$ cat config.mk
export PLATFORM = sky130hd
export DESIGN_NAME = vis_readout_scheduler
export DESIGN_NICKNAME = d
export VERILOG_FILES = /design/src/rtl/vis_readout_scheduler_pkg.sv /design/src/rtl/vis_readout_scheduler_axis_skid2.sv /design/src/rtl/vis_readout_scheduler.sv
export SDC_FILE = /design/constraint.sdc
export NUM_CORES = 1
export LEC_CHECK = 0
export CAP_MARGIN = 20
export CORE_UTILIZATION = 51
export CTS_CLUSTER_DIAMETER = 80
export DETAILED_ROUTE_END_ITERATION = 10
export GPL_ROUTABILITY_DRIVEN = 1
export PLACE_DENSITY = 0.8
export SLEW_MARGIN = 20
export SYNTH_ARGS = -nofsm -noshare
export SYNTH_HDL_FRONTEND = slang
export SYNTH_HIERARCHICAL = 1
export SYNTH_SLANG_ARGS = --single-unit
$ cat constraint.sdc
create_clock -name vis_clock -period 2.96 [get_ports vis_clock]
set_input_delay 0.444 -clock vis_clock [delete_from_list [all_inputs] [get_ports vis_clock]]
set_output_delay 0.444 -clock vis_clock [all_outputs]
set_load 0.02 [all_outputs]
$ cat src/rtl/vis_readout_scheduler_pkg.sv
// Shared types and default sizing for the visibility readout scheduler.
// Defaults match an 18-core correlator with 16 words of 36 bits per core.
package vis_readout_scheduler_pkg;
  localparam int VRS_CORES = 18;
  localparam int VRS_ADDR  = 4;
  localparam int VRS_ACCUM = 36;
  localparam int VRS_FBITS = 16;

  typedef enum logic [1:0] {
    ST_IDLE  = 2'd0,
    ST_READ  = 2'd1,
    ST_DRAIN = 2'd2
  } vrs_state_t;
endpackage

$ cat src/rtl/vis_readout_scheduler_axis_skid2.sv
// Two-entry output FIFO with an occupancy count. The writer must only push
// when space is guaranteed, because in_valid has no ready back-pressure.
module vis_readout_scheduler_axis_skid2
  import vis_readout_scheduler_pkg::*;
#(
  parameter int W = VRS_ACCUM + 1
) (
  input  logic         vis_clock,
  input  logic         reset,
  input  logic         in_valid,
  input  logic [W-1:0] in_data,
  output logic         out_valid,
  input  logic         out_ready,
  output logic [W-1:0] out_data,
  output logic [1:0]   count
);
  logic [1:0][W-1:0] mem;
  logic              wr_ptr, rd_ptr;
  logic              pop;

  assign pop       = out_valid && out_ready;
  assign out_valid = (count != 2'd0);
  assign out_data  = mem[rd_ptr];

  always_ff @(posedge vis_clock or posedge reset) begin
    if (reset) begin
      mem    <= '0;
      wr_ptr <= 1'b0;
      rd_ptr <= 1'b0;
      count  <= 2'd0;
    end else begin
      if (in_valid) begin
        mem[wr_ptr] <= in_data;
        wr_ptr      <= ~wr_ptr;
      end
      if (pop) rd_ptr <= ~rd_ptr;
      count <= count + {1'b0, in_valid} - {1'b0, pop};
    end
  end
endmodule

$ cat src/rtl/vis_readout_scheduler.sv
// Drains the completed visibility bank of every correlator core after a bank
// swap, core-major, into a back-pressured stream; flags swaps that arrive early.
module vis_readout_scheduler
  import vis_readout_scheduler_pkg::*;
#(
  parameter int CORES = VRS_CORES,
  parameter int ADDR  = VRS_ADDR,
  parameter int ACCUM = VRS_ACCUM,
  parameter int CBITS = $clog2(CORES),
  parameter int FBITS = VRS_FBITS
) (
  input  logic             vis_clock,
  input  logic             reset,
  input  logic             swap_i,
  input  logic             bank_i,
  input  logic             clear_i,
  output logic             rd_en_o,
  output logic             rd_bank_o,
  output logic [CBITS-1:0] rd_core_o,
  output logic [ADDR-1:0]  rd_addr_o,
  input  logic [ACCUM-1:0] rd_data_i,
  output logic             m_tvalid_o,
  input  logic             m_tready_i,
  output logic             m_tlast_o,
  output logic [ACCUM-1:0] m_tdata_o,
  output logic             busy_o,
  output logic             overrun_o,
  output logic [FBITS-1:0] frames_o
);
  localparam logic [CBITS-1:0] LAST_CORE = CBITS'(CORES - 1);

  vrs_state_t     state;
  logic           inflight, inflight_last;
  logic [1:0]     fifo_count;
  logic [ACCUM:0] fifo_out;
  logic           pop, last_rd, credit_ok, tlast_hs, overrun_evt;

  assign last_rd   = (rd_core_o == LAST_CORE) && (&rd_addr_o);
  assign pop       = m_tvalid_o && m_tready_i;
  // A read may issue only if its data is guaranteed a FIFO slot when it returns.
  assign credit_ok = ({1'b0, fifo_count} + {2'b0, inflight}) < (3'd2 + {2'b0, pop});
  assign rd_en_o   = (state == ST_READ) && credit_ok;
  assign tlast_hs  = pop && m_tlast_o;
  // A swap landing on the final handshake starts the next frame instead.
  assign overrun_evt = swap_i && busy_o && !tlast_hs;

  vis_readout_scheduler_axis_skid2 #(.W(ACCUM + 1)) u_fifo (
    .vis_clock (vis_clock),
    .reset     (reset),
    .in_valid  (inflight),
    .in_data   ({inflight_last, rd_data_i}),
    .out_valid (m_tvalid_o),
    .out_ready (m_tready_i),
    .out_data  (fifo_out),
    .count     (fifo_count)
  );

  assign {m_tlast_o, m_tdata_o} = fifo_out;

  always_ff @(posedge vis_clock or posedge reset) begin
    if (reset) begin
      inflight      <= 1'b0;
      inflight_last <= 1'b0;
      overrun_o     <= 1'b0;
    end else begin
      inflight      <= rd_en_o;
      inflight_last <= rd_en_o && last_rd;
      overrun_o     <= overrun_evt | (overrun_o & ~clear_i);
    end
  end

  always_ff @(posedge vis_clock or posedge reset) begin
    if (reset) begin
      state     <= ST_IDLE;
      busy_o    <= 1'b0;
      rd_bank_o <= 1'b0;
      rd_core_o <= '0;
      rd_addr_o <= '0;
      frames_o  <= '0;
    end else begin
      if (tlast_hs) frames_o <= frames_o + 1'b1;
      // Counters stop on the final address so they hold once reads finish.
      if (rd_en_o && !last_rd) begin
        rd_addr_o <= rd_addr_o + 1'b1;
        if (&rd_addr_o) rd_core_o <= rd_core_o + 1'b1;
      end
      case (state)
        ST_IDLE: begin
          if (swap_i) begin
            state     <= ST_READ;
            busy_o    <= 1'b1;
            rd_bank_o <= bank_i;
            rd_core_o <= '0;
            rd_addr_o <= '0;
          end
        end
        ST_READ: begin
          if (rd_en_o && last_rd) state <= ST_DRAIN;
        end
        ST_DRAIN: begin
          if (tlast_hs) begin
            if (swap_i) begin
              state     <= ST_READ;
              rd_bank_o <= bank_i;
              rd_core_o <= '0;
              rd_addr_o <= '0;
            end else begin
              state  <= ST_IDLE;
              busy_o <= 1'b0;
            end
          end
        end
        default: begin
          state  <= ST_IDLE;
          busy_o <= 1'b0;
        end
      endcase
    end
  end
endmodule
==> impl_metrics.tcl <==
set metrics [dict create \
    drc 0 \
    ys.flop_type "sky130_fd_sc_hd__dfrtp_1" \
    hold_viol_final 0 \
    fillers 738 \
    unrepaired_setup_endpoints_after_global_routing "no" \
    cp-start-kind "flip-flop" \
    clkLatencyLatePin_ns 0.36 \
    setup-tns-final_ns 0 \
    hpwl_um 6790 \
    leakagePower_nw 2.83 \
    dr.first_iter.drc_count 51 \
    layout-area-overhead-vs-synth_pct 27.1 \
    grt_util_met3 0.0595 \
    synthArstFlopShare 1.00 \
    timing.reg2reg.worst_path_depth 6 \
    syn-instance-count 350 \
    synth_net_count 400 \
    first_global_vias 3302 \
    routed_wirelength_um 9970 \
    clockRootBuffer "sky130_fd_sc_hd__clkbuf_8" \
    pwr_density_mw_per_mm2 1150 \
    cp_max_fo 5 \
    arrival_ns 2.20 \
    critPathRequiredTime_ns 2.52 \
    numCtsBuffers 9 \
    ys_types 41 \
    tightest_slew_ns 0.596 \
    antenna_diode_count 0 \
    nNetsFinal 517 \
    preCtsSetupSlack_ns 0.416 \
    via_per_inst 5.14 \
    end_kind "output pin" \
    drive_above_1_share 0.322 \
    yosys_warnings 6 \
    dieHeight_um 102 \
    rr_endpoint "rd_core_o[3]" \
    r2r_start "inflight" \
    starting_density_of_the_core 0.522 \
    cts-root-to-sink-buffers 2 \
    synth_seq_area_share 0.542 \
    initial_antenna_violation_count 0 \
    seq_area_sq_mm 0.00275 \
    grt_use_met1 0.251 \
    worst-r2r-setup-slack_ns 0.73 \
    max_slew_margin 0.602 \
    postRouteAntennaNets 0 \
    die_width_um 102 \
    post_synth.cell_area_avg_sq_um 14.5 \
    cts.reportedPaths.clkPinSlew_ns 0.10 \
    layout_worst_path_cycle_share 0.892 \
    place.gp.congestion 0.738 \
    grt_use_total 0.199 \
    pin_count 109 \
    syn-cell-area_sq_mm 0.00508 \
    sinks_on_the_clock_net 110 \
    wl_per_cell_um 16.5 \
    grt_pass1_wl_um 15800 \
    cts_tree "done" \
    hold_path.class "reg -> reg" \
    dp_cells 589 \
    ctsHoldBuffers 0 \
    grt_busiest_layer "met2" \
    layout_setup_ws_ns 0.320 \
    std_cell_rows 36 \
    layout_common_cells "110 x sky130_fd_sc_hd__dfrtp_1, 107 x sky130_fd_sc_hd__clkdlybuf4s50_1, 83 x sky130_fd_sc_hd__mux2_2" \
    clock.fmax_ghz 0.379 \
    cts_post_setup_buffers_inserted 0 \
    maximum_number_of_pins_on_one_net_before_global_route_repair 38 \
    timing.final.crit_period_ns 2.64 \
    final_common_cell "sky130_fd_sc_hd__dfrtp_1" \
    run_status "completed" \
    gr-usage-met2 0.323 \
    layout.cells.non_filler 605 \
    portBuffers 108 \
    worstSetupEndpoint "rd_en_o" \
    skew_ns 0.00851 \
    multi_input_area_sq_mm 0.00216 \
    firstDrtPassIters 4 \
    core_area_sq_mm 0.00973 \
    final-max-slew-violation-count 0 \
    htree_num_levels 3 \
    die_area_sq_mm 0.0104 \
    cts_repair_resize_count 1 \
    synth-edff-count 0 \
    timing.max_cap.violations 0 \
    worst_hold_slack_ns 0.484 \
    setup_violations 0 \
    vias 3111 \
    globalRouteOverflowTotal 0 \
    synth.ff_latch_count 110 \
    critical_path.startpoint "inflight" \
    ws_path_type "reg -> out" \
    max-vdd-ir-drop_mv 0.741 \
]
[power breakdown]
part	total (mW)	switching, mW	internal (mW)	leakage [nW]
sequential	2.52	0.377	2.15	1.32
clock	0.869	0.491	0.378	0.103
combinational	4.06	1.78	2.28	1.40
[flip-flops by register name, summed over array words and instances, names as in the netlist]
name	cells
u_fifo/wr_ptr	1
inflight	1
rd_bank_o	1
u_fifo/rd_ptr	1
overrun_o	1
rd_core_o	5
frames_o	16
busy_o	1
inflight_last	1
u_fifo/mem	74
state	2
u_fifo/count	2
rd_addr_o	4
[synth_stat cells (2+ instances only)]
master                     number  share of area
sky130_fd_sc_hd__dfrtp_1      110           0.54
sky130_fd_sc_hd__buf_6          3         0.0066
sky130_fd_sc_hd__inv_1          9         0.0066
sky130_fd_sc_hd__or3_1          2         0.0025
sky130_fd_sc_hd__xnor2_1       15          0.026
sky130_fd_sc_hd__nor4_1         2         0.0025
sky130_fd_sc_hd__nand2_1        9         0.0066
sky130_fd_sc_hd__or2_2          2         0.0025
sky130_fd_sc_hd__buf_2          3         0.0030
sky130_fd_sc_hd__mux2_2        83           0.18
sky130_fd_sc_hd__buf_4          2         0.0030
sky130_fd_sc_hd__a21oi_1        3         0.0030
sky130_fd_sc_hd__o21ai_0        5         0.0049
sky130_fd_sc_hd__nand3_1       11          0.011
sky130_fd_sc_hd__o21bai_1       2         0.0030
sky130_fd_sc_hd__mux2_4        30          0.089
sky130_fd_sc_hd__xor2_1         6          0.010
sky130_fd_sc_hd__and2b_2        2         0.0034
sky130_fd_sc_hd__and3_1         3         0.0037
sky130_fd_sc_hd__a211oi_1       4         0.0059
sky130_fd_sc_hd__nand4_1        4         0.0049
sky130_fd_sc_hd__buf_12         3          0.012
sky130_fd_sc_hd__ha_1           8          0.020
sky130_fd_sc_hd__a31o_2         2         0.0034
sky130_fd_sc_hd__nor2_1        11         0.0081
[how the worst min path moves through the flow]
stage / startpoint / to / slack, ns / depth (start not counted)
floorplan: state[0] / state[1] / 0.46 / 1
global placement: frames_o[15] / frames_o[15] / 0.47 / 1
detailed placement: frames_o[15] / frames_o[15] / 0.47 / 1
CTS: frames_o[15] / frames_o[15] / 0.49 / 1
global route: frames_o[15] / frames_o[15] / 0.51 / 1
finish: frames_o[15] / frames_o[15] / 0.48 / 1
[final cells by class]
cell class,count,share of cell area
sequential,110,0.426
multi-input combinational,219,0.334
timing repair buffer,118,0.179
tap,133,0.0258
clock buffer,12,0.0256
inverter,9,0.00523
clock inverter,4,0.00426
[per-stage QoR]
step | power, mW | utilization | instance area, sq um
4_1_cts | 7.54 | 0.664 | 6460
3_5_place_dp | 6.64 | 0.644 | 6270
6_report | 7.45 | 0.664 | 6460
5_1_grt | 7.89 | 0.664 | 6460
3_3_place_gp | 6.52 | 0.644 | 6270
2_1_floorplan | 5.32 | - | 5080
[per-layer routing]
layer,wire [um],part of all wire
met1,4510,0.45
met2,4710,0.47
met3,644,0.065
met4,111,0.011
met5,0,0
[critical path, cell delays in order (launching register included)]
cell and delay (ns):
sky130_fd_sc_hd__dfrtp_1 0.46, sky130_fd_sc_hd__ha_1 0.23, sky130_fd_sc_hd__ha_1 0.18, sky130_fd_sc_hd__or3b_4 0.44, sky130_fd_sc_hd__a21oi_1 0.16, sky130_fd_sc_hd__dlygate4sd2_1 0.36
[kinds of logic (layout without fill, tap and decap cells)]
logic type | after synthesis | in the layout | share of synthesized area
buffers and inverters | 21 | 143 | 0.0337
AO/OA/AOI/OAI | 21 | 21 | 0.0355
multiplexers | 114 | 114 | 0.275
XOR/XNOR | 21 | 21 | 0.0362
flip-flops | 110 | 110 | 0.542
AND/OR/NAND/NOR | 55 | 55 | 0.0586
adder cells (fa/ha/maj) | 8 | 8 | 0.0197
No activity file was read; power rests on OpenSTA's default activity.
